==> src/rtl/serial_adder_if.sv <==
// Start/done handshake bundle for the serial adder/subtractor.
// Master drives the request, slave returns the result.
interface serial_adder_if #(
  parameter int WIDTH = 8
);
  logic             start;
  logic             sub;
  logic             cin;
  logic [WIDTH-1:0] a;
  logic [WIDTH-1:0] b;
  logic             busy;
  logic             done;
  logic [WIDTH-1:0] sum;
  logic             cout;
  logic             overflow;

  modport master (
    output start, sub, cin, a, b,
    input  busy, done, sum, cout, overflow
  );

  modport slave (
    input  start, sub, cin, a, b,
    output busy, done, sum, cout, overflow
  );
endinterface

==> src/rtl/serial_adder.sv <==
// Multi-cycle adder/subtractor: DIGIT bits per clock,
// carry kept in a register between digits.
module serial_adder #(
  parameter int WIDTH = 8,
  parameter int DIGIT = 1
) (
  input logic          clk,
  input logic          rst_n,
  serial_adder_if.slave bus
);
  localparam int STEPS = WIDTH / DIGIT;
  localparam int CW = (STEPS > 1) ? $clog2(STEPS) : 1;

  typedef enum logic [1:0] {
    IDLE,
    RUN,
    DONE
  } state_t;

  state_t           state;
  state_t           state_nx;
  logic [CW-1:0]    cnt;
  logic             carry;
  logic [WIDTH-1:0] a_q;
  logic [WIDTH-1:0] b_q;
  logic [WIDTH-1:0] sum_q;
  logic             cout_q;
  logic             ovf_q;
  logic [DIGIT-1:0] a_d;
  logic [DIGIT-1:0] b_d;
  logic [DIGIT:0]   d_add;
  logic             accept;
  logic             last;
  int               base;

  assign accept = bus.start && (state != RUN);
  assign last   = (cnt == CW'(STEPS - 1));
  assign base   = int'(cnt) * DIGIT;

  always_comb begin
    a_d   = a_q[base +: DIGIT];
    b_d   = b_q[base +: DIGIT];
    d_add = {1'b0, a_d} + {1'b0, b_d}
          + (DIGIT + 1)'(carry);
  end

  always_ff @(posedge clk or negedge rst_n) begin
    if (!rst_n) state <= IDLE;
    else        state <= state_nx;
  end

  always_comb begin
    state_nx = state;
    unique case (state)
      IDLE:    if (bus.start) state_nx = RUN;
      RUN:     if (last) state_nx = DONE;
      DONE:    state_nx = bus.start ? RUN : IDLE;
      default: state_nx = IDLE;
    endcase
  end

  // Subtraction runs as a + ~b + ~borrow_in.
  always_ff @(posedge clk or negedge rst_n) begin
    if (!rst_n) begin
      a_q    <= '0;
      b_q    <= '0;
      carry  <= 1'b0;
      cnt    <= '0;
      sum_q  <= '0;
      cout_q <= 1'b0;
      ovf_q  <= 1'b0;
    end else if (accept) begin
      a_q   <= bus.a;
      b_q   <= bus.sub ? ~bus.b : bus.b;
      carry <= bus.cin ^ bus.sub;
      cnt   <= '0;
      sum_q <= '0;
    end else if (state == RUN) begin
      sum_q[base +: DIGIT] <= d_add[DIGIT-1:0];
      carry <= d_add[DIGIT];
      if (last) begin
        cout_q <= d_add[DIGIT];
        ovf_q  <= (a_q[WIDTH-1] == b_q[WIDTH-1])
               && (d_add[DIGIT-1] != a_q[WIDTH-1]);
      end else begin
        cnt <= cnt + 1'b1;
      end
    end
  end

  assign bus.busy     = (state == RUN);
  assign bus.done     = (state == DONE);
  assign bus.sum      = sum_q;
  assign bus.cout     = cout_q;
  assign bus.overflow = ovf_q;
endmodule

==> src/flat_wrapper.sv <==
// flat-port wrapper written by rule: the top's interface ports become plain ports
module serial_adder_flat 
#(
  parameter int WIDTH = 8,
  parameter int DIGIT = 1
)
  (clk, rst_n, bus_start, bus_sub, bus_cin, bus_a, bus_b, bus_busy, bus_done, bus_sum, bus_cout, bus_overflow);
  serial_adder_if #(.WIDTH(WIDTH)) bus_i ();
  input logic clk;
  input logic rst_n;
  input wire logic [$bits(bus_i.start)-1:0] bus_start;
  input wire logic [$bits(bus_i.sub)-1:0] bus_sub;
  input wire logic [$bits(bus_i.cin)-1:0] bus_cin;
  input wire logic [$bits(bus_i.a)-1:0] bus_a;
  input wire logic [$bits(bus_i.b)-1:0] bus_b;
  output wire logic [$bits(bus_i.busy)-1:0] bus_busy;
  output wire logic [$bits(bus_i.done)-1:0] bus_done;
  output wire logic [$bits(bus_i.sum)-1:0] bus_sum;
  output wire logic [$bits(bus_i.cout)-1:0] bus_cout;
  output wire logic [$bits(bus_i.overflow)-1:0] bus_overflow;
  assign bus_i.start = bus_start;
  assign bus_i.sub = bus_sub;
  assign bus_i.cin = bus_cin;
  assign bus_i.a = bus_a;
  assign bus_i.b = bus_b;
  assign bus_busy = bus_i.busy;
  assign bus_done = bus_i.done;
  assign bus_sum = bus_i.sum;
  assign bus_cout = bus_i.cout;
  assign bus_overflow = bus_i.overflow;
  serial_adder #(.WIDTH(WIDTH), .DIGIT(DIGIT)) u_core (.clk(clk), .rst_n(rst_n), .bus(bus_i));
endmodule
==> config.mk <==
export PLATFORM = sky130hd
export DESIGN_NAME = serial_adder_flat
export DESIGN_NICKNAME = d
export VERILOG_FILES = /design/src/rtl/serial_adder_if.sv /design/src/rtl/serial_adder.sv /design/src/flat_wrapper.sv
export SDC_FILE = /design/constraint.sdc
export NUM_CORES = 1
export LEC_CHECK = 0
export CORE_ASPECT_RATIO = 1.5
export CORE_UTILIZATION = 40
export CTS_CLUSTER_SIZE = 40
export DETAILED_ROUTE_END_ITERATION = 10
export PLACE_DENSITY = 0.69
export SLEW_MARGIN = 40
export SYNTH_ARGS = -nofsm -noshare
export SYNTH_HDL_FRONTEND = slang
export SYNTH_SLANG_ARGS = --single-unit
export TNS_END_PERCENT = 100
==> constraint.sdc <==
create_clock -name clk -period 5.8 [get_ports clk]
set_clock_uncertainty 0.05 [all_clocks]
set_input_delay 0.87 -clock clk [delete_from_list [all_inputs] [get_ports clk]]
set_output_delay 0.87 -clock clk [all_outputs]
set_load 0.05 [all_outputs]
==> results of run 1 <==
[worst max-delay path: stages, from the launching register on]
cell and delay (ns):
dfrtp_1 0.38, nand2b_2 0.23, inv_2 0.37, clkdlybuf4s50_1 0.90
[registers in the layout (all words and copies together) (netlist names)]
| name | flops |
|---|---|
| u_core.a_q | 8 |
| u_core.b_q | 8 |
| u_core.bus.cout | 1 |
| u_core.bus.overflow | 1 |
| u_core.bus.sum | 8 |
| u_core.carry | 1 |
| u_core.cnt | 3 |
| u_core.state | 2 |
[per-stage QoR]
step                      area (µm²)  total power, µW  worst slack, ns  hold slack, ns
after floorplan                 1660              838             3.56           0.402
after global placement          2020              978             3.08           0.420
after detailed placement        2020             1000             3.04           0.430
after CTS                       2110             1190             2.72           0.446
after global routing            2110             1250             2.62           0.457
final                           2110             1180             2.71           0.438
[cell families (layout without fill, tap and decap cells)]
kind of cell               count (synthesis)  count (layout)  share of synthesized area [%]
muxes                                     25              25                           19.2
xor gates and xnor gates                   9               9                           4.74
DFF                                       32              32                           48.2
AOI/OAI and AO/OA                         29              29                           9.34
and+or+nand+nor                           31              31                           11.1
adders and majority gates                  5               5                           4.22
buffers and inverters                     12              48                           3.16
[synth_stat cells (2+ instances only)]
cell / count / area share, %
mux2i_1: 9 / 5.4
a22o_1: 2 / 1.1
inv_2: 3 / 0.68
nor2b_1: 3 / 1.1
inv_1: 4 / 0.90
mux4_2: 4 / 5.4
nand2_1: 12 / 2.7
mux2_1: 10 / 6.8
ha_1: 4 / 3.0
dfrtp_1: 32 / 48
nor2_1: 2 / 0.45
o22ai_1: 2 / 0.75
xnor2_1: 8 / 4.2
nand4_1: 2 / 0.75
buf_2: 3 / 0.90
o21ai_1: 25 / 7.5
[area by class of cell]
cell class | instances | area share (%)
inverters | 7 | 1.24
repair buffers | 33 | 15.5
clock buffers | 6 | 3.91
clock inverters | 2 | 0.474
flip-flops and latches | 32 | 37.9
well taps | 45 | 2.67
multi-input cells | 99 | 38.3
[metal layers]
metal / part of all wire, % / wire length (µm)
met5: 0 / 0
met4: 1.9 / 62
met3: 3.7 / 123
met2: 55 / 1810
met1: 40 / 1310
[worst max path at each step]
stage | startpoint | end | slack [ns] | cells after the start
3_5_place_dp | u_core.state[1] | bus_busy | 3.04 | 3
5_1_grt | u_core.state[1] | bus_busy | 2.62 | 3
6_report | u_core.state[1] | bus_busy | 2.71 | 3
3_3_place_gp | u_core.state[1] | bus_busy | 3.08 | 3
4_1_cts | u_core.state[1] | bus_busy | 2.72 | 3
2_1_floorplan | u_core.cnt[1] | u_core.bus.overflow | 3.56 | 8
[cells in the final DEF (no fill, tap or decap), types with 3 or more instances in the layout]
master           Yosys  layout
dfrtp_1             32      32
clkdlybuf4s50_1      0      32
nor2b_1              3       3
clkbuf_8             0       6
inv_1                4       4
ha_1                 4       4
nand2_1             12      12
mux4_2               4       4
inv_2                3       3
xnor2_1              8       8
mux2i_1              9       9
o21ai_1             25      25
mux2_1              10      10
[report_power, final]
group | leakage [µW] | switching [µW] | total [µW] | internal [µW]
registers | 0.000403 | 73.8 | 389 | 316
clock network | 0.0000510 | 84.8 | 179 | 94.6
logic | 0.000472 | 347 | 608 | 261
total | 0.000926 | 506 | 1180 | 672
==> impl_metrics.toml, run 1 <==
[clock_tree]
cts-buffers-inserted = 5
htree_levels = 2
clk_path_buf_depth = 2
cts_hold_buf = 0
cts_tree = "done"
path_clk_slew_ns = 0.07
cts_setup_buffers = 0
cts-root-buf = "clkbuf_8"
clock_sinks = 32
ctsResizeCount = 0
clkLatencyLatePin_ns = 0.29

[cells_and_area]
diodes = 0
drive_gt1_share_pct = 12.3
fin_cells = 224
nFillCells = 354
area_delta_synth_final_pct = 27.1
seq_area_um2 = 801
postLayoutCoreUtil_pct = 53.4
multiInputGateArea_um2 = 808
fin_nets = 204

[timing]
finalSetupViolCount = 0
fin_tns_setup_ns = 0
tightest_slew_ns = 0.501
fin_crit_sh_pct = 53.3
min_period_ns = 3.09
max_clock_freq_mhz = 323
final-hold-violation-count = 0
finalMaxSlewViolations = 0
rsz0062_at_grt = "false"
slew_headroom_pct = 66.5

[yosys]
ys_seq_area_share_pct = 48.2
yosysUniqueCellTypes = 34
yosys_warnings = 0
syn_nets = 169
syn_area_um2 = 1660
synth-edff-count = 0
synth.avg_cell_area_um2 = 11.6
synth.ff_latch_count = 32
syn_inst = 143
async_flop_share_pct = 100
synth_flop_cell = "dfrtp_1"

[min_path]
hold_class = "reg2reg"
holdPathStages = 1
hold-path-endpoint = "u_core.a_q[1]"
min_from = "u_core.a_q[1]"

[routing]
vias = 1204
post_drt_wl_per_cell_um = 14.8
remaining_drc_errors = 0
via_per_inst = 5.38
antenna_left = 0
dr.pass1.iters = 4
drt_iter0_markers = 29
wirelength_um = 3300

[floorplanning]
core_um2 = 3960
start_util_pct = 42.0
rows = 28
die_width_um = 54.6
pin_count = 33
dieArea_um2 = 4420
die_h_um = 80.9

[global_route]
first_global_vias = 1177
grt.total_usage_pct = 17.5
grt_use_met2_pct = 30.2
grt_pass1_wl_um = 5400
use_met1_pct = 19.1
antenna_found_initial = 0
use_met3_pct = 4.49
grt_remaining_overflow = 0
grt_max_degree = 33
busiest_layer = "met2"

[setup_path]
reg2reg_from = "u_core.cnt[1]"
critPathRequiredTime_ns = 4.88
rrSetupSlack_ns = 3.35
r2r_end = "u_core.bus.overflow"
r2r_cells = 7
worst_setup_path_end_kind = "primary output"
crit_fanout = 25
cp.arrival_ns = 2.17
startpoint_type = "register"
crit_type = "reg2out"

[power]
max-vdd-ir-drop_mv = 0.289
power.density_nw_per_um2 = 557
p_leak_uw = 0.000926

[status]
status = "complete, no violations"

[placement]
port_buffers = 32
post-dp-hpwl_um = 2460
dp_cells = 216
gp_congestion = 0.792

[flow_run]
max_cap_violations = 0
(Power assumes the default switching activity.)
==> run 2, diff against run 1 <==
- clock period: 5.8 -> 3.05 ns (I/O delays scaled with it)
==> impl_metrics.toml, run 2 (synthesis gave the netlist of run 1 again) <==
[status]
status = "complete, no violations"

[cells_and_area]
most-common-layout-cells = "clkdlybuf4s50_1 (32), dfrtp_1 (32), o21ai_1 (25)"
fin_cells = 224
drive_gt1_share_pct = 11.7
fin_nets = 205
area_delta_synth_final_pct = 26.7
diodes = 0

[timing]
min_period_ns = 2.41
rsz0062_at_grt = "false"
finalSetupViolCount = 0
fin_tns_setup_ns = 0
fin_crit_sh_pct = 79.0
slew_headroom_pct = 66.5
tightest_slew_ns = 0.501
finalMaxSlewViolations = 0
max_clock_freq_mhz = 415
final-hold-violation-count = 0

[power]
p_leak_uw = 0.000921
finalPower_uw = 2200
power.density_nw_per_um2 = 1050
max-vdd-ir-drop_mv = 0.615

[setup_path]
cpPeakStageDelay_ns = 0.56
crit_path_cell_trace = "mux4_2, nand2_1, nand2_1, fa_1, nand2b_1, o22ai_1, mux2_1"
r2r_cells = 7
startpoint_type = "register"
worst_setup_path_end_kind = "register"
crit_fanout = 8
r2r_end = "u_core.bus.overflow"
slowest_stage = "mux4_2"
rrSetupSlack_ns = 0.64
path_buf_inv = 0
cp.arrival_ns = 2.52
path_common_cell = "nand2_1"
crit_type = "reg2reg"
crit_family = "multiplexers"
critPathRequiredTime_ns = 3.16
reg2reg_from = "u_core.cnt[1]"

[clock_tree]
clock_sinks = 32
cts-root-buf = "clkbuf_8"
path_clk_slew_ns = 0.06
htree_levels = 2
clkLatencyLatePin_ns = 0.28
cts-buffers-inserted = 5
cts_setup_buffers = 0
cts_tree = "done"
ctsResizeCount = 0
cts_hold_buf = 0
clk_path_buf_depth = 2

[routing]
remaining_drc_errors = 0
drt_iter0_markers = 27
via_per_inst = 5.33
wirelength_um = 3350
antenna_left = 0
vias = 1195
post_drt_wl_per_cell_um = 15.0
dr.pass1.iters = 4

[floorplanning]
die_h_um = 80.9
pin_count = 33
dieArea_um2 = 4420
die_width_um = 54.6
rows = 28
core_um2 = 3960
start_util_pct = 42.0

[min_path]
hold_class = "reg2reg"
hold-path-endpoint = "u_core.a_q[3]"
min_from = "u_core.a_q[3]"
holdPathStages = 1

[global_route]
grt.total_usage_pct = 18.0
first_global_vias = 1277
grt_pass1_wl_um = 5680
grt_remaining_overflow = 0
antenna_found_initial = 0
grt_max_degree = 33

[flow_run]
max_cap_violations = 0

[placement]
post-dp-hpwl_um = 2490
gp_congestion = 0.784
dp_cells = 217
port_buffers = 32
run 2: where the power goes:
| part | internal, µW | switching (µW) |
|---|---|---|
| logic | 504 | 651 |
| clock network | 155 | 143 |
| registers | 602 | 150 |
run 2: layout make-up:
class / instances / area, µm²
inverters: 7 / 26.3
multi-input cells: 99 / 808
clock inverters: 1 / 5.00
clock buffers: 6 / 72.6
well taps: 45 / 56.3
repair buffers: 34 / 335
fillers: 342 / 1850
flip-flops and latches: 32 / 801
run 2: through the flow:
stage | utilization [%] | instance area [µm²] | hold WS (ns) | setup slack, ns
finish | 53.2 | 2100 | 0.438 | 0.642
global route | 53.2 | 2100 | 0.461 | 0.512
CTS | 53.2 | 2100 | 0.449 | 0.629
detailed placement | 51.2 | 2030 | 0.435 | 0.643
global placement | 51.2 | 2030 | 0.429 | 0.716
floorplan | - | 1660 | 0.112 | 0.813
run 2: worst max path at each step:
stage | endpoint | slack, ns | start | cells past startpoint
2_1_floorplan | u_core.bus.overflow | 0.81 | u_core.cnt[1] | 8
3_3_place_gp | u_core.bus.overflow | 0.72 | u_core.cnt[1] | 7
3_5_place_dp | u_core.bus.overflow | 0.64 | u_core.cnt[1] | 7
4_1_cts | u_core.bus.overflow | 0.63 | u_core.cnt[1] | 7
5_1_grt | u_core.bus.overflow | 0.51 | u_core.cnt[1] | 7
6_report | u_core.bus.overflow | 0.64 | u_core.cnt[1] | 7
run 2: worst register-to-register path, cell delays in order, from the launching register on:
cell and delay (ns):
dfrtp_1 0.55, mux4_2 0.56, nand2_1 0.08, nand2_1 0.07, fa_1 0.52, nand2b_1 0.11
o22ai_1 0.07, mux2_1 0.28
run 2: layer usage:
metal	track usage [%]	up-vias	part of all wire, %
met5	0	-	0
met4	6.92	0	1.5
met3	3.93	5	3.8
met2	31.3	33	56
met1	20.5	584	39
li1	-	573	-
==> run 3, diff against run 2 <==
- clock period: 3.05 -> 2.45 ns (I/O delays scaled with it)
==> impl_metrics.toml, run 3 (synthesis gave the netlist of run 1 again) <==
[cells_and_area]
fin_nets = 205
diodes = 0
fin_cells = 224
area_delta_synth_final_pct = 26.7
nFillCells = 355
drive_gt1_share_pct = 13.4
postLayoutCoreUtil_pct = 53.2
most-common-layout-cells = "clkdlybuf4s50_1 (31), dfrtp_1 (31), o21ai_1 (25)"

[global_route]
first_global_vias = 1225
antenna_found_initial = 0
grt.total_usage_pct = 17.5
grt_remaining_overflow = 0
grt_pass1_wl_um = 5420
grt_max_degree = 33

[timing]
min_period_ns = 2.31
fin_tns_setup_ns = 0
slew_headroom_pct = 66.8
fin_crit_sh_pct = 94.4
tightest_slew_ns = 0.496
setup_ws_ns = 0.137
max_clock_freq_mhz = 432
finalSetupViolCount = 0
finalMaxSlewViolations = 0
rsz0062_at_grt = "false"
final-hold-violation-count = 0

[floorplanning]
die_width_um = 54.6
pin_count = 33
start_util_pct = 42.0
dieArea_um2 = 4420
core_um2 = 3960
rows = 28
die_h_um = 80.9

[placement]
dp_slack_ns = 0.0439
post-dp-hpwl_um = 2540
gp_congestion = 0.788
port_buffers = 32
dp_cells = 217

[setup_path]
crit_fanout = 8
crit_type = "reg2reg"
critPathRequiredTime_ns = 2.57
cp.arrival_ns = 2.44
startpoint_type = "register"
worst_setup_path_end_kind = "register"

[routing]
drt_iter0_markers = 22
post_drt_wl_per_cell_um = 15.1
wirelength_um = 3380
vias = 1220
remaining_drc_errors = 0
antenna_left = 0
via_per_inst = 5.45
dr.pass1.iters = 4

[min_path]
hold_class = "in2async"

[clock_tree]
cts_setup_buffers = 0
cts_tree = "done"
cts_hold_buf = 0
cts-root-buf = "clkbuf_8"
ctsResizeCount = 0
cts-buffers-inserted = 5
clk_path_buf_depth = 2
clock_sinks = 32
htree_levels = 2
clkLatencyLatePin_ns = 0.28
path_clk_slew_ns = 0.06

[power]
finalPower_uw = 2770
power.density_nw_per_um2 = 1320
p_leak_uw = 0.000919
max-vdd-ir-drop_mv = 0.706

[status]
status = "complete, no violations"

[flow_run]
max_cap_violations = 0
==> run 3: where the power goes <==
group / leakage [µW] / internal, µW / switching, µW
Sequential: 0.000402 / 750 / 177
Combinational: 0.000476 / 637 / 827
Clock: 0.0000410 / 193 / 188
Total: 0.000919 / 1580 / 1190
==> run 3: area by class of cell <==
type                       instances  area, µm²  area share (%)
sequential                        32        802            38.1
tap                               45       56.3            2.67
timing repair buffer              34        333            15.8
clock buffer                       6       72.6            3.45
inverter                           7       26.3            1.25
multi-input combinational         99        811            38.5
clock inverter                     1       5.00           0.238
==> run 3: stage by stage <==
stage	hold slack (ns)	cell area, µm²
after floorplan	0.0219	1660
after global placement	0.426	2020
after detailed placement	0.436	2020
after CTS	0.440	2100
after global routing	0.458	2110
final	0.422	2110
==> run 3: path summary, 6_finish.rpt <==
check | from | endpoint | slack [ns] | depth (start not counted)
max in group asynchronous | rst_n | u_core.cnt[1] | 1.62 | 2
min in group clk | u_core.bus.cout | u_core.bus.cout | 0.44 | 1
min | rst_n | u_core.bus.sum[4] | 0.42 | 2
max reg2reg | u_core.cnt[1] | u_core.bus.overflow | 0.14 | 6
min reg2reg | u_core.bus.cout | u_core.bus.cout | 0.44 | 1
max | u_core.cnt[1] | u_core.bus.overflow | 0.14 | 6
==> run 3: worst max-delay path, cell delays in order (launching register included) <==
cell and delay [ns]:
dfrtp_2 0.47, mux4_2 0.53, nand2_1 0.09, nand2_1 0.10
fa_2 0.59, o22ai_1 0.09, mux2_1 0.28
==> run 3: routing by layer <==
metal  up-vias  GRT usage [%]  share of wire [%]
met1       599           18.9                 38
met5         -              0                  0
met3         6           3.93                4.2
met4         0           8.72                2.1
li1        583              -                  -
met2        32           30.4                 56
